==> config.mk <==
export PLATFORM = sky130hd
export DESIGN_NAME = keyed_cmd_sequencer
export DESIGN_NICKNAME = d
export VERILOG_FILES = /design/src/rtl/keyed_cmd_seq_pkg.sv /design/src/rtl/keyed_cmd_seq_beat_ctr.sv /design/src/rtl/keyed_cmd_sequencer.sv
export SDC_FILE = /design/constraint.sdc
export NUM_CORES = 1
export LEC_CHECK = 0
export ABC_AREA = 1
export BUFFER_PORTS_ARGS = -buffer_cell sky130_fd_sc_hd__buf_2
export CORE_ASPECT_RATIO = 1.1
export CORE_UTILIZATION = 55
export CTS_CLUSTER_DIAMETER = 40
export DETAILED_ROUTE_END_ITERATION = 8
export GPL_ROUTABILITY_DRIVEN = 1
export PLACE_DENSITY = 0.85
export SKIP_LAST_GASP = 1
export SLEW_MARGIN = 20
export SYNTH_ARGS = -nofsm -noshare
export SYNTH_HDL_FRONTEND = slang
export SYNTH_SLANG_ARGS = --single-unit
==> constraint.sdc <==
create_clock -name clk -period 2.6 [get_ports clk]
set_input_delay 0.65 -clock clk [delete_from_list [all_inputs] [get_ports clk]]
set_output_delay 0.65 -clock clk [all_outputs]
set_load 0.05 [all_outputs]
==> src/rtl/keyed_cmd_seq_pkg.sv <==
// Shared types and helpers for the keyed command sequencer.
// The decoy states reuse the genuine low bits with bit 2 set, so both paths stay easy to tell apart.
package keyed_cmd_seq_pkg;

    typedef enum logic [2:0] {
        ST_IDLE     = 3'b000,
        ST_DECODE   = 3'b001,
        ST_EXEC     = 3'b010,
        ST_DONE     = 3'b011,
        ST_DECODE_D = 3'b101,
        ST_EXEC_D   = 3'b110,
        ST_DONE_D   = 3'b111
    } state_t;

    // Width of the saturating decoy counter: $clog2(limit+1), never below 1.
    function automatic int cnt_w(input int limit);
        int w;
        w = $clog2(limit + 1);
        return (w < 1) ? 1 : w;
    endfunction

    // Genuine beat payload: opcode in the upper field, beat index in the lower LEN_W bits.
    function automatic logic [63:0] format_beat(input logic [63:0] op, input logic [63:0] idx,
                                                input int len_w);
        return (op << len_w) | idx;
    endfunction

endpackage

==> src/rtl/keyed_cmd_seq_beat_ctr.sv <==
// Beat index register shared by the genuine and decoy execution paths.
// 'last' flags the final beat of a burst of length len (len==0 never reaches EXEC).
module keyed_cmd_seq_beat_ctr #(
    parameter int LEN_W = 4
) (
    input  logic             clk,
    input  logic             rst,
    input  logic             load,
    input  logic             advance,
    input  logic [LEN_W-1:0] len,
    output logic [LEN_W-1:0] idx,
    output logic             last
);

    localparam logic [LEN_W-1:0] ONE = LEN_W'(1);

    logic [LEN_W-1:0] idx_reg;
    logic [LEN_W-1:0] idx_next;

    always_comb begin
        idx_next = idx_reg;
        if (load) begin
            idx_next = '0;
        end else if (advance) begin
            idx_next = idx_reg + ONE;
        end
    end

    always_ff @(posedge clk) begin
        if (!rst) begin
            idx_reg <= '0;
        end else begin
            idx_reg <= idx_next;
        end
    end

    assign idx  = idx_reg;
    assign last = (idx_reg == len - ONE);

endmodule

==> src/rtl/keyed_cmd_sequencer.sv <==
// Key-locked command sequencer: expands each accepted command into a burst of beats.
// A wrong key runs a timing-identical decoy path whose data inverts after CORRUPT_AFTER commands.
module keyed_cmd_sequencer
    import keyed_cmd_seq_pkg::*;
#(
    parameter int               KEY_W         = 8,
    parameter logic [KEY_W-1:0] KEY_VAL       = 8'hA5,
    parameter int               CMD_W         = 4,
    parameter int               LEN_W         = 4,
    parameter int               OUT_W         = 8,
    parameter int               CORRUPT_AFTER = 5
) (
    input  logic             clk,
    input  logic             rst,
    input  logic             cmd_valid,
    output logic             cmd_ready,
    input  logic [CMD_W-1:0] cmd_op,
    input  logic [LEN_W-1:0] cmd_len,
    input  logic [KEY_W-1:0] keyinput,
    output logic             out_valid,
    input  logic             out_ready,
    output logic [OUT_W-1:0] out_data,
    output logic             busy,
    output logic             done
);

    if (OUT_W < CMD_W + LEN_W) begin : g_bad_out_w
        $error("OUT_W must be at least CMD_W+LEN_W");
    end
    if (OUT_W > 64) begin : g_bad_out_max
        $error("OUT_W above 64 is not supported");
    end
    if (CORRUPT_AFTER < 0 || CORRUPT_AFTER > 255) begin : g_bad_corrupt
        $error("CORRUPT_AFTER must lie in 0..255");
    end

    localparam int               CNT_W   = cnt_w(CORRUPT_AFTER);
    localparam logic [CNT_W-1:0] CNT_SAT = CNT_W'(CORRUPT_AFTER);

    state_t           state_reg, state_next;
    logic [CMD_W-1:0] op_reg;
    logic [LEN_W-1:0] len_reg;
    logic [CNT_W-1:0] decoy_cnt_reg, decoy_cnt_next;

    logic             idx_load, idx_advance, idx_last;
    logic [LEN_W-1:0] idx;
    logic [OUT_W-1:0] genuine_beat;
    logic [OUT_W-1:0] corrupt_mask;
    logic             corrupt;

    keyed_cmd_seq_beat_ctr #(.LEN_W(LEN_W)) u_beat_ctr (
        .clk     (clk),
        .rst     (rst),
        .load    (idx_load),
        .advance (idx_advance),
        .len     (len_reg),
        .idx     (idx),
        .last    (idx_last)
    );

    always_comb begin
        state_next     = state_reg;
        idx_load       = 1'b0;
        idx_advance    = 1'b0;
        decoy_cnt_next = decoy_cnt_reg;
        case (state_reg)
            ST_IDLE: begin
                if (cmd_valid) begin
                    state_next = (keyinput == KEY_VAL) ? ST_DECODE : ST_DECODE_D;
                end
            end
            ST_DECODE: begin
                idx_load   = 1'b1;
                state_next = (len_reg == '0) ? ST_DONE : ST_EXEC;
            end
            ST_DECODE_D: begin
                idx_load   = 1'b1;
                state_next = (len_reg == '0) ? ST_DONE_D : ST_EXEC_D;
            end
            ST_EXEC: begin
                if (out_ready) begin
                    idx_advance = 1'b1;
                    if (idx_last) state_next = ST_DONE;
                end
            end
            ST_EXEC_D: begin
                if (out_ready) begin
                    idx_advance = 1'b1;
                    if (idx_last) state_next = ST_DONE_D;
                end
            end
            ST_DONE: state_next = ST_IDLE;
            ST_DONE_D: begin
                state_next = ST_IDLE;
                if (decoy_cnt_reg < CNT_SAT) decoy_cnt_next = decoy_cnt_reg + CNT_W'(1);
            end
            default: state_next = ST_IDLE;
        endcase
    end

    // op/len are captured only at accept so later input changes cannot disturb a burst.
    always_ff @(posedge clk) begin
        if (!rst) begin
            state_reg     <= ST_IDLE;
            op_reg        <= '0;
            len_reg       <= '0;
            decoy_cnt_reg <= '0;
        end else begin
            state_reg     <= state_next;
            decoy_cnt_reg <= decoy_cnt_next;
            if (state_reg == ST_IDLE && cmd_valid) begin
                op_reg  <= cmd_op;
                len_reg <= cmd_len;
            end
        end
    end

    assign genuine_beat = OUT_W'(format_beat(64'(op_reg), 64'(idx), LEN_W));
    assign corrupt      = (decoy_cnt_reg >= CNT_SAT);

    for (genvar gi = 0; gi < OUT_W; gi++) begin : g_mask
        assign corrupt_mask[gi] = corrupt;
    end

    always_comb begin
        out_valid = 1'b0;
        out_data  = '0;
        case (state_reg)
            ST_EXEC: begin
                out_valid = 1'b1;
                out_data  = genuine_beat;
            end
            ST_EXEC_D: begin
                out_valid = 1'b1;
                out_data  = genuine_beat ^ corrupt_mask;
            end
            default: begin
                out_valid = 1'b0;
                out_data  = '0;
            end
        endcase
    end

    assign cmd_ready = (state_reg == ST_IDLE);
    assign busy      = (state_reg != ST_IDLE);
    assign done      = (state_reg == ST_DONE) || (state_reg == ST_DONE_D);

endmodule

==> results.cfg <==
[worst_setup_path]
crit_required_ns = 1.95
crit_fanout = 15
cp_data_arrival_time_ns = 1.85
critPathLaunchType = flip-flop
end_kind = primary output
timing.setup.critical_path_class = reg -> out

[pwr]
power_w = 0.00121
p_clk_share_pct = 14.6
internal_power_w = 0.000612
combPwrFrac_pct = 53.4
powerDensity_mw_per_mm2 = 856
p_sw_w = 0.000602
switching_share_pct = 49.6
leakage_nw = 0.764
seq_power_share_pct = 31.9
vdd_ir_drop_max_mv = 0.902

[sta]
rsz0062_at_grt = no
slew_headroom_pct = 68.2
setup_viol = 0
hold_viol = 0
drv_slew = 0
post-route-period-util_pct = 96.3
worstMarginPinSlew_ns = 0.476
fin_setup_tns_ns = 0
finalCriticalPeriod_ns = 2.50
skew_ns = 0.00329
fmax_ghz = 0.400

[die]
pin_count = 32
num_rows = 17
start_util_pct = 58.9
die_x_um = 46.4
die_height_um = 50.8
coreArea_mm2 = 0.00202
dieArea_mm2 = 0.00236

[cts]
clockBufferDepth = 2
htreeDepth = 1
clockRootBuffer = clkbuf_4
tritoncts = built
numCtsBuffers = 3
clkSinkCount = 18
worstSkewPairLatency_ns = 0.30
path_clk_slew_ns = 0.11

[layout]
nNetsFinal = 252
fin_util_pct = 70.2
area_growth_syn_to_layout_pct = 19.0
layout-drive-gt1-share_pct = 19.5
fillers = 185
diodes = 0

[global_route]
grt_pass1_wl_um = 4280
grt_pass1_vias = 1097
grt_overflow = 0
grt_max_degree = 17
antenna_found_initial = 0
grt_usage_pct = 25.2

[place]
port_buffers = 31
place.gp.congestion = 0.825
hpwl_um = 2040

[job]
drv_cap = 0

[synth]
synth_cell_types = 19
seq_area_frac_synth_pct = 30.3
synth_area_leaders = dfxtp_1 (30%), nand2_1 (16%), nor2_1 (11%)
yosys.area.top_type = dfxtp_1
synth_top_area_share_pct = 30.3
ys_seq_elements = 18
synth_area_mm2 = 0.00119
syn-instance-count = 194
yosysWarnings = 0
syn_avg_cell_area_um2 = 6.14
synth_nets = 219

[routing]
num_vias = 1232
dr.pass1.iters = 4
ant_nets = 0
drc = 0
initialDrtViolationCount = 26
via_per_inst = 4.85
wire_per_inst_um = 10.5
finalWirelength_um = 2670

[status]
outcome = completed

[worst_hold_path]
hold_class = reg -> reg
## Yosys cell counts, drive strengths merged
cell    count
nand4       3
nand3b      1
nand2      53
o21ai      17
nand3       9
ha          5
nor3        1
a21oi      15
nor2       36
dfxtp      18
buf         4
inv        31
o311ai      1
## what timing repair did
| item | 4_1_cts | 5_1_grt |
|---|---|---|
| setup buffers | 1 | 0 |
| setup endpoints to repair | 8 | 8 |
| hold endpoints to repair | 0 | 0 |
| hold buffers | 0 | 0 |
| pin swaps | 1 | 0 |
| gates resized for setup | 0 | 6 |
## routing by layer
layer | track usage (%) | wire length [um] | vias up
met5 | 0 | 0 | -
met4 | 14.7 | 72 | 0
met3 | 3.89 | 86 | 10
met2 | 41.4 | 1350 | 30
met1 | 29.8 | 1160 | 523
li1 | - | - | 669
## area by class of cell
type / count / area [um^2] / area share, %
Multi-Input combinational cell: 141 / 681 / 48.0
Sequential cell: 18 / 362 / 25.5
Timing Repair Buffer: 32 / 188 / 13.2
Inverter: 31 / 116 / 8.21
Clock buffer: 4 / 36.3 / 2.56
Tap cell: 28 / 35.0 / 2.47
## power by group through the flow
| stage | clock [W] | combinational, W | sequential (W) |
|---|---|---|---|
| after floorplan | 0 | 0.000532 | 0.000383 |
| after global placement | 0 | 0.000616 | 0.000389 |
| after detailed placement | 0 | 0.000642 | 0.000394 |
| after CTS | 0.000182 | 0.000646 | 0.000388 |
| after global routing | 0.000195 | 0.000721 | 0.000395 |
| final | 0.000177 | 0.000649 | 0.000388 |
## path summary, 6_finish.rpt
check | cells after the start | from | slack, ns | to
worst min-delay path | 2 | op_reg[0]$_SDFFE_PN0P_ | 0.49 | op_reg[0]$_SDFFE_PN0P_
worst min register to register | 2 | op_reg[0]$_SDFFE_PN0P_ | 0.49 | op_reg[0]$_SDFFE_PN0P_
worst max register to register | 11 | len_reg[0]$_SDFFE_PN0P_ | 1.02 | state_reg[2]$_SDFFE_PN0P_
worst max-delay path | 7 | decoy_cnt_reg[1]$_SDFFE_PN0P_ | 0.1 | out_data[5]
## metrics by stage
step	setup WS (ns)	std cells	hold WS [ns]	cell area, um^2
after global placement	0.340	249	0.459	1350
after CTS	0.00932	254	0.491	1400
after global routing	0.0000888	254	0.498	1420
after floorplan	0.101	194	0.449	1190
after detailed placement	0.268	249	0.474	1350
final	0.0970	254	0.487	1420
## cells by family (layout without fill, tap and decap cells)
family,count (synthesis),count (layout),synth area share [%]
compound gates,33,33,15.7
fa+ha+maj,5,5,5.25
buf+inv,35,67,12.6
flops,18,18,30.3
simple gates,103,103,36.2
## worst max-delay path, cell delays in order, from the launching register on
cell and delay [ns]:
dfxtp_2 0.40, inv_1 0.05, ha_1 0.21, o311ai_4 0.32
buf_12 0.18, nor2_1 0.04, nor2_1 0.09, buf_2 0.26
## layout by cell type (no fill, tap or decap)
cell type,instances
nand3b_1,1
nor2_1,34
clkbuf_8,1
o311ai_4,1
o21ai_1,1
buf_2,26
nor3_4,1
buf_12,1
nor2_2,2
inv_1,30
ha_1,5
clkbuf_4,8
nand4_1,3
dfxtp_2,1
dfxtp_1,17
nand2_1,51
inv_2,1
o21ai_0,16
nand2_2,2
a21oi_1,15
nand3_1,9
No activity file was read; power rests on OpenSTA's default activity.
